`config.mk`:
```
export PLATFORM = sky130hd
export DESIGN_NAME = bcd_countdown_timer
export DESIGN_NICKNAME = d
export VERILOG_FILES = /design/src/rtl/bcd_countdown_timer.sv
export SDC_FILE = /design/constraint.sdc
export NUM_CORES = 1
export LEC_CHECK = 0
export CAP_MARGIN = 5
export CORE_MARGIN = 3
export CORE_UTILIZATION = 57
export DETAILED_ROUTE_END_ITERATION = 8
export PLACE_DENSITY = 0.8
export SLEW_MARGIN = 5
export SYNTH_ARGS = -nofsm -noshare
export SYNTH_HDL_FRONTEND = slang
export SYNTH_SLANG_ARGS = --single-unit
```
`constraint.sdc`:
```
create_clock -name clk -period 2.7 [get_ports clk]
set_clock_uncertainty 0.05 [all_clocks]
set_input_delay 0.405 -clock clk [delete_from_list [all_inputs] [get_ports clk]]
set_output_delay 0.405 -clock clk [all_outputs]
set_load 0.01 [all_outputs]
```
`src/rtl/bcd_countdown_timer.sv`:
```
// bcd_countdown_timer: N-digit packed-BCD count-down timer with start/pause/resume,
// load with per-nibble clamping to 9, and a one-cycle expiry pulse.
// Optional feature: define BCD_TIMER_AUTORELOAD_EN to reload from the last loaded
// value on expiry, instead of stopping in DONE.
module bcd_countdown_timer #(
  parameter int                  DIGITS      = 2,
  parameter int                  CLOCK_FREQ  = 50000000,
  parameter int                  TICK_HZ     = 1,
  parameter logic [4*DIGITS-1:0] RESET_VALUE = 'h60
) (
  input  logic                  clk,
  input  logic                  rst_n,
  input  logic                  load,
  input  logic [4*DIGITS-1:0]   load_value,
  input  logic                  start,
  input  logic                  pause,
  output logic [4*DIGITS-1:0]   digits,
  output logic                  running,
  output logic                  expired,
  output logic                  done
);

  localparam int W  = 4 * DIGITS;
  localparam int P  = CLOCK_FREQ / TICK_HZ;
  localparam int PW = $clog2(P);
  localparam logic [PW-1:0] P_LAST = PW'(P - 1);
  localparam logic [W-1:0]  ONE    = W'(1);

  localparam logic [1:0] ST_IDLE   = 2'd0;
  localparam logic [1:0] ST_RUN    = 2'd1;
  localparam logic [1:0] ST_PAUSED = 2'd2;
  localparam logic [1:0] ST_DONE   = 2'd3;

  logic [1:0]    state_q, state_d;
  logic [W-1:0]  digits_q, digits_d;
  logic [W-1:0]  reload_q, reload_d;
  logic [PW-1:0] presc_q, presc_d;
  logic          running_q, running_d;
  logic          expired_q, expired_d;
  logic          done_q, done_d;

  // Any nibble above 9 is not a BCD digit; saturate it to 9.
  function automatic logic [W-1:0] clamp_bcd(input logic [W-1:0] v);
    logic [W-1:0] r;
    r = '0;
    for (int i = 0; i < DIGITS; i++) begin
      r[4*i +: 4] = (v[4*i +: 4] > 4'd9) ? 4'd9 : v[4*i +: 4];
    end
    return r;
  endfunction

  // Decrement by one with a BCD borrow chain: a 0 digit wraps to 9 and borrows upward.
  function automatic logic [W-1:0] bcd_dec(input logic [W-1:0] v);
    logic [W-1:0] r;
    logic         borrow;
    r      = v;
    borrow = 1'b1;
    for (int i = 0; i < DIGITS; i++) begin
      if (borrow) begin
        if (v[4*i +: 4] == 4'd0) begin
          r[4*i +: 4] = 4'd9;
        end else begin
          r[4*i +: 4] = v[4*i +: 4] - 4'd1;
          borrow      = 1'b0;
        end
      end
    end
    return r;
  endfunction

  // Next-state, count and prescaler logic; load overrides everything else.
  always_comb begin
    state_d   = state_q;
    digits_d  = digits_q;
    reload_d  = reload_q;
    presc_d   = presc_q;
    expired_d = 1'b0;
    if (load) begin
      digits_d = clamp_bcd(load_value);
      reload_d = clamp_bcd(load_value);
      presc_d  = '0;
      state_d  = ST_IDLE;
    end else begin
      case (state_q)
        ST_IDLE: begin
          if (start) begin
            presc_d = '0;
            if (digits_q == '0) begin
              state_d   = ST_DONE;
              expired_d = 1'b1;
            end else begin
              state_d = ST_RUN;
            end
          end
        end
        ST_RUN: begin
          // The cycle in which pause is sampled is still a counted RUN cycle;
          // the prescaler then holds while PAUSED.
          presc_d = (presc_q == P_LAST) ? '0 : presc_q + 1'b1;
          if (pause) begin
            state_d = ST_PAUSED;
          end
          if (presc_q == P_LAST) begin
            if (digits_q == ONE) begin
              expired_d = 1'b1;
`ifdef BCD_TIMER_AUTORELOAD_EN
              if (reload_q != '0) begin
                digits_d = reload_q;
              end else begin
                digits_d = '0;
                state_d  = ST_DONE;
              end
`else
              digits_d = '0;
              state_d  = ST_DONE;
`endif
            end else begin
              digits_d = bcd_dec(digits_q);
            end
          end
        end
        ST_PAUSED: begin
          if (start) begin
            state_d = ST_RUN;
          end
        end
        ST_DONE: begin
          state_d = ST_DONE;
        end
        default: begin
          state_d = ST_IDLE;
        end
      endcase
    end
    running_d = (state_d == ST_RUN);
    done_d    = (state_d == ST_DONE);
  end

  // State, count and registered outputs; asynchronous active-low reset.
  always_ff @(posedge clk or negedge rst_n) begin
    if (!rst_n) begin
      state_q   <= ST_IDLE;
      digits_q  <= RESET_VALUE;
      reload_q  <= RESET_VALUE;
      presc_q   <= '0;
      running_q <= 1'b0;
      expired_q <= 1'b0;
      done_q    <= 1'b0;
    end else begin
      state_q   <= state_d;
      digits_q  <= digits_d;
      reload_q  <= reload_d;
      presc_q   <= presc_d;
      running_q <= running_d;
      expired_q <= expired_d;
      done_q    <= done_d;
    end
  end

  assign digits  = digits_q;
  assign running = running_q;
  assign expired = expired_q;
  assign done    = done_q;

endmodule

```
# Word level (Yosys, flattened, before mapping)
# Cells that the tools add are included.
# totals
reg_bits	39
out_inout_bits	11
# op_classes
addsub	3
n_reduce_logical	11
order_cmp	2
eq_ne	8
n_mux	32
# op_table
operator	count
26-bit 2-to-1 mux	3
26-bit one-hot mux with 2 select lines	1
8-bit 2-to-1 mux	4
26-bit by 1-bit adder with 26-bit output (second input constant)	1
26-bit == test (second input constant)	1
4-bit 2-to-1 mux	5
2-bit 2-to-1 mux	7
1-bit 2-to-1 mux	10
8-bit by 1-bit == test with 1-bit output (second input constant)	1
4-bit greater-than comparator (second input constant)	2
4-bit logical NOT	2
8-bit logical NOT	1
2-bit one-hot mux with 4 select lines	1
4-bit by 1-bit subtractor with 4-bit output (second input constant)	2
2-bit == test (second input constant)	3
3-bit nonzero test	2
2-bit by 1-bit == test with 1-bit output (second input constant)	2
2-bit AND reduction	2
2-bit nonzero test	2
3-bit != test (second input constant)	1
3-bit AND reduction	1
2-bit logical NOT	1
1-bit one-hot mux with 2 select lines	1

# Depth between registers and ports, before layout
# Gate-level depths: netlist of the first run.
# depth
word_depth	11
depth_mapped	9
depth_no_buf	7

# Worst setup path after synthesis of the first run
# Ideal clock, no wire load.
# synth_path
kind	register to register
startpoint	reg presc_q[0]
endpoint	reg digits_q[5] (netlist: digits[5])
required_time_ns	2.573
stages_incl_launch_ff	9
synth_period_minus_slack_ns	2.350
slack_ns	0.350
arrival_ns	2.222
setup_ns	0.077
path_cell_list	dfrtp_1 -> ha_1 -> nand4_1 -> or4_1 -> buf_2 -> or2_4 -> buf_6 -> or4_1 -> a31oi_1
# synth_via
elab_chain_len	3
# synth_rtl
element	line	source
from (decl)	37	logic [PW-1:0] presc_q, presc_d;
from (signal assigned)	153	presc_q <= presc_d;
26-bit == test	103	if (presc_q == P_LAST) begin
2-bit nonzero test (no line)	n/a	
3-bit AND reduction (no line)	n/a	
to (signal assigned)	151	digits_q <= digits_d;
to (decl)	35	logic [W-1:0] digits_q, digits_d;
# No other way between the ends.
# A chain may end at the register's enable or synchronous reset.

# Worst setup path after layout of the first run
# layout_path
startpoint	reg presc_q[0]
endpoint	reg digits_q[7] (netlist: digits[7])
# Same word-level chain as after synthesis.

==> metrics.txt, run 1 <==
Leak ~1.1 nW; Crit. End Element flip-flop; clock slew seen by the registers of the worst setup and hold paths roughly 0.070 ns; crit path DAT 2.64 ns; 1st-pass router iterations 5; Post-Route WL 5690 um; dpl hpwl 4000 um; Post-CTS Resized 0; most common cell after layout, fill and taps aside dfrtp_1; CTS Root Cell clkbuf_8; vias per std cell 6.45; CTS tree built; crit-path max FO 12; DR DRC count 0; Relative slew margins 41.5%; P per Cell Area between 400 and 500 nW/um2; Setup CP Type flip-flop to flip-flop; Final setup viols 0; Yosys top cell by area dfrtp_1; max-slew violation count 0; syn nets 292; layout cells sized above 1 7.72%; pin count of the biggest net entering global routing 40; Area Overhead vs Synth 15.3%; port bufs 23; maxcap violations 0; number of DRC markers in iteration 0 210; core box area roughly 3800 um2; synthesized area about 2400 um2; synth unique cells 52; I/O Pins 24; vias in the first global route 2,076; top cells by area, synth dfrtp_1 (39%), o21ai_0 (4.2%), a31oi_1 (4.0%); Gate Count Post-Synth about 270; CTS buffer count 5; period utilisation layout 92.9%; Post-synth EDFFs 0; Worst VDD drop about 400 uV; maximum buffer depth of the clock tree 2; Die ar. between 4000 and 5000 um2; Tightest Pin Transition slightly below 0.9 ns; non-filler cells in the finished layout around 350; Final Cell Area between 2000 and 3000 um2; GR Util All Layers approximately 25%; row count 22; per-cell routed wire length 16.4 um; Hold Fails Final Rpt 0; Antenna Diode Count 0; hold-fix buffer count after cts 0; Tmin final around 2.5 ns; grt total ovfl 0; Worst Path Required approximately 2.8 ns; gpl congestion ~0.9; ys flop type dfrtp_1; initial antenna violation count 0; post-CTS setup repair buffer count 0; global-route wire length before repair 9920 um; register area share after synthesis 41.4%; CTS sink cnt 39; Worst-Skew Late Latency ~0.29 ns; Post-Place Worst Slack between 0.2 and 0.25 ns; Placed Cells 340; post-route ant nets 0; Die Ht just over 70 um; Sum Neg Setup Slack 0 ns; Starting Density about three fifths; worst min path class primary input to asynchronous set/reset pin; total power about 1.2 mW; synth warn 0; startpoint types flip-flop; most frequent cells in the layout dfrtp_1 (37), clkdlybuf4s50_1 (22), nor2_1 (21), o21ai_0 (20), nand2_1 (19); syn avg cell area 8.62 um2; nets approximately 320; Synth top area share about two fifths; final worst slack roughly 0.19 ns; Die X approximately 70 um; Async S/R FF share, synth between 90% and 100%; # fillers between 300 and 400; RSZ-0062 raised after global routing false; H-Tree Depth 2; Vias approximately 2,200; number of synthesized register bits 39; outcome finished clean; DP Area approximately 2700 um2; fmax approximately 0.40 GHz
[worst paths after layout]
| kind | start | endpoint | slack, ns | depth (start not counted) |
|---|---|---|---|---|
| max | presc_q[0] | digits[7] | 0.19 | 6 |
| max in group asynchronous | rst_n | presc_q[19] | 1.86 | 1 |
| max reg2reg | presc_q[0] | digits[7] | 0.19 | 6 |
| min | rst_n | presc_q[5] | 0.17 | 1 |
| min in group clk | presc_q[20] | presc_q[20] | 0.46 | 1 |
| min reg2reg | presc_q[20] | presc_q[20] | 0.46 | 1 |
[metal layers]
layer | wire [um] | track usage (%) | up-vias
li1 | - | - | 1075
met1 | 2630 | 35.6 | 1051
met2 | 2540 | 37.1 | 91
met3 | 414 | 5.32 | 13
met4 | 106 | 7.87 | 0
met5 | 0 | 0 | -
[through the flow]
step                utilization, %  hold WS (ns)
floorplan                        -        0.0594
global placement              69.3         0.440
detailed placement            69.3         0.447
CTS                           71.2         0.202
global route                  71.2         0.228
finish                        71.2         0.172
[cell families (layout without fill, tap and decap cells)]
group / after synthesis / in the layout / share of synthesized area, %
buffers and inverters: 28 / 52 / 4.82
multiplexers: 4 / 4 / 1.69
AO/OA/AOI/OAI: 75 / 75 / 19.9
flip-flops: 39 / 39 / 41.4
adder cells (fa/ha/maj): 5 / 5 / 2.65
AND/OR/NAND/NOR: 118 / 118 / 27.7
XOR/XNOR: 5 / 5 / 1.85
[cell type report]
class	count	area, um2	share of cell area, %
flip-flops and latches	39	978	35.9
repair buffers	31	285	10.5
clock buffers	6	72.6	2.67
inverters	15	56.3	2.07
well taps	48	60.1	2.21
multi-input cells	207	1270	46.6
[power by group]
part / switching [mW] / total (mW) / leakage (nW) / internal [mW]
sequential: 0.0257 / 0.629 / 0.522 / 0.604
clock: 0.184 / 0.356 / 0.0371 / 0.172
combinational: 0.100 / 0.183 / 0.532 / 0.0827
[state kept, by name (all words and copies together), names as in the netlist]
signal and cells:
state_q 2, presc_q 26, done 1, digits 8, expired 1, running 1
[Yosys cell counts, types with 7 or more instances]
cell      count
dfrtp_1      37
nand3_1      13
a31oi_1      15
nand4_1      10
inv_1        14
nor3_1       11
nor2_1       21
nand2_1      19
nor4_1        8
and4_1        7
o21ai_0      20
clkbuf_1     10
a21oi_1      17
[worst max-delay path, cell delays in order, from the launching register on]
cell and delay (ns):
dfrtp_1 0.46, ha_1 0.27, nand4_1 0.17, or4_1 0.54, or2_4 0.35, or4_1 0.47, o311ai_0 0.09
(Power assumes the default switching activity.)
==> inputs of run 2 (changes only) <==
Settings changed: CTS_CLUSTER_SIZE set to 30.
==> results of run 2 <==
Same layout as run 1: the final DEF is identical, and so are final timing and power.
==> inputs of run 3 (changes only) <==
Settings changed: CORE_ASPECT_RATIO set to 2.
==> run 3 against run 2 <==
Against the previous run: first-iteration DRC count fell by 58%; total power is 6.7% higher; clock power increased by 20%; worst hold slack gained 0.011 ns; non-clock buffer count up 2; die area rose by 0.95%; sequential cell count stayed put; maximum frequency rose by 1.3%; design area up 1.7%; count of clock-buffer cells in the layout rose by 2; worst setup slack better by 0.033 ns; critical endpoint unchanged.
==> metrics.txt, run 3 (synthesized netlist as in run 1, its figures left out) <==
Crit. End Element flip-flop; vias per std cell between 6 and 7; reg2reg end digits[7]; GR Util All Layers around 25%; Setup CP Type flip-flop to flip-flop; 1st-pass router iterations 5; Final Util 70.6%; H-Tree Depth 2; Post-Place Worst Slack around 0.27 ns; Reg2Reg Depth 6; final worst slack 0.224 ns; RSZ-0062 raised after global routing false; Hold Fails Final Rpt 0; CTS sink cnt 39; Tmin final 2.48 ns; Reg area 978 um2; Reg with most FFs presc_q; core box area 3920 um2; startpoint types flip-flop; Tightest Pin Transition about 0.9 ns; DR DRC count 0; Area Overhead vs Synth 17.2%; Worst-Skew Late Latency 0.28 ns; Final Cell Area roughly 2800 um2; Final Hold Slack between 0.15 and 0.2 ns; fmax 0.404 GHz; Switching Share approximately a quarter; layout cells sized above 1 under 10%; Int Pwr between 0.9 and 1 mW; most frequent cells in the layout dfrtp_1 (37), clkdlybuf4s50_1 (22), nor2_1 (21), o21ai_0 (20), nand2_1 (19); Post-CTS Resized 0; r2r setup slk 0.22 ns; gpl congestion 0.895; worst min path class primary input to asynchronous set/reset pin; vias in the first global route 2,250; logic gate share of total power 15.1%; grt total ovfl 0; Die X around 50 um; crit-path max FO 12; r2r startpoint presc_q[0]; P per Cell Area around 450 nW/um2; max-slew violation count 0; area of the multi-input gates 1270 um2; pin count of the biggest net entering global routing 40; Post-Route WL 5990 um; Worst Path Required between 2 and 3 ns; port bufs 23; DP Area 2670 um2; clock slew seen by the registers of the worst setup and hold paths around 0.070 ns; CTS buffer count 5; Vias 2,252; Die ar. 5000 um2; Starting Density between 60% and 70%; Worst VDD drop between 400 and 500 uV; Die Ht about 97 um; post-route ant nets 0; # fillers 342; Antenna Diode Count 0; period utilisation layout 91.7%; CTS tree built; I/O Pins 24; Relative slew margins between 40 and 50%; Leak roughly 1.1 nW; CTS Root Cell clkbuf_8; Seq pwr share 50.6%; post-CTS setup repair buffer count 0; dpl hpwl around 4500 um; outcome finished clean; hold-fix buffer count after cts 0; max FFs per register 26; sw power roughly 0.32 mW; nets ~320; crit path DAT approximately 2.6 ns; Sum Neg Setup Slack 0 ns; number of DRC markers in iteration 0 89; most common cell after layout, fill and taps aside dfrtp_1; per-cell routed wire length ~17 um; row count 32; initial antenna violation count 0; global-route wire length before repair between 9000 and 10,000 um; Final setup viols 0; maximum buffer depth of the clock tree 2; clock power share between 30 and 40%; maxcap violations 0
==> run 3: layer usage <==
metal	track usage (%)	share of wire [%]	vias up
met4	11.9	3.2	0
met3	4.16	4.0	22
li1	-	-	1076
met1	25.5	36	1079
met2	47.2	57	75
met5	0	0	-
==> run 3: power by group through the flow <==
stage | Sequential (mW) | Combinational (mW) | Clock (mW)
3_5_place_dp | 0.641 | 0.188 | 0
3_3_place_gp | 0.640 | 0.184 | 0
2_1_floorplan | 0.639 | 0.0913 | 0
5_1_grt | 0.633 | 0.206 | 0.459
4_1_cts | 0.629 | 0.188 | 0.438
6_report | 0.630 | 0.188 | 0.428
==> run 3: stage by stage <==
stage	total power, mW	std cells
6_report	1.25	353
5_1_grt	1.30	353
4_1_cts	1.26	353
3_5_place_dp	0.828	345
3_3_place_gp	0.824	345
2_1_floorplan	0.731	274
==> run 3: how the worst max path moves through the flow <==
stage,startpoint,slack (ns),depth (start not counted),endpoint
global route,presc_q[0],0.03,6,digits[7]
CTS,presc_q[0],0.24,6,digits[7]
detailed placement,presc_q[0],0.27,6,digits[7]
finish,presc_q[0],0.22,6,digits[7]
global placement,presc_q[0],0.35,6,digits[7]
floorplan,presc_q[0],0.35,8,digits[5]
==> run 3: final cells by class <==
type	instances	share of cell area, %
clock buffers	8	3.61
multi-input cells	207	45.9
flip-flops and latches	39	35.3
inverters	15	2.03
well taps	51	2.30
repair buffers	33	10.8
==> run 3: worst max-delay path: stages, from the launching register on <==
cell and delay, ns:
dfrtp_1 0.47, ha_1 0.26, nand4_1 0.14, or4_1 0.53, or2_4 0.35, or4_1 0.47
o311ai_0 0.09
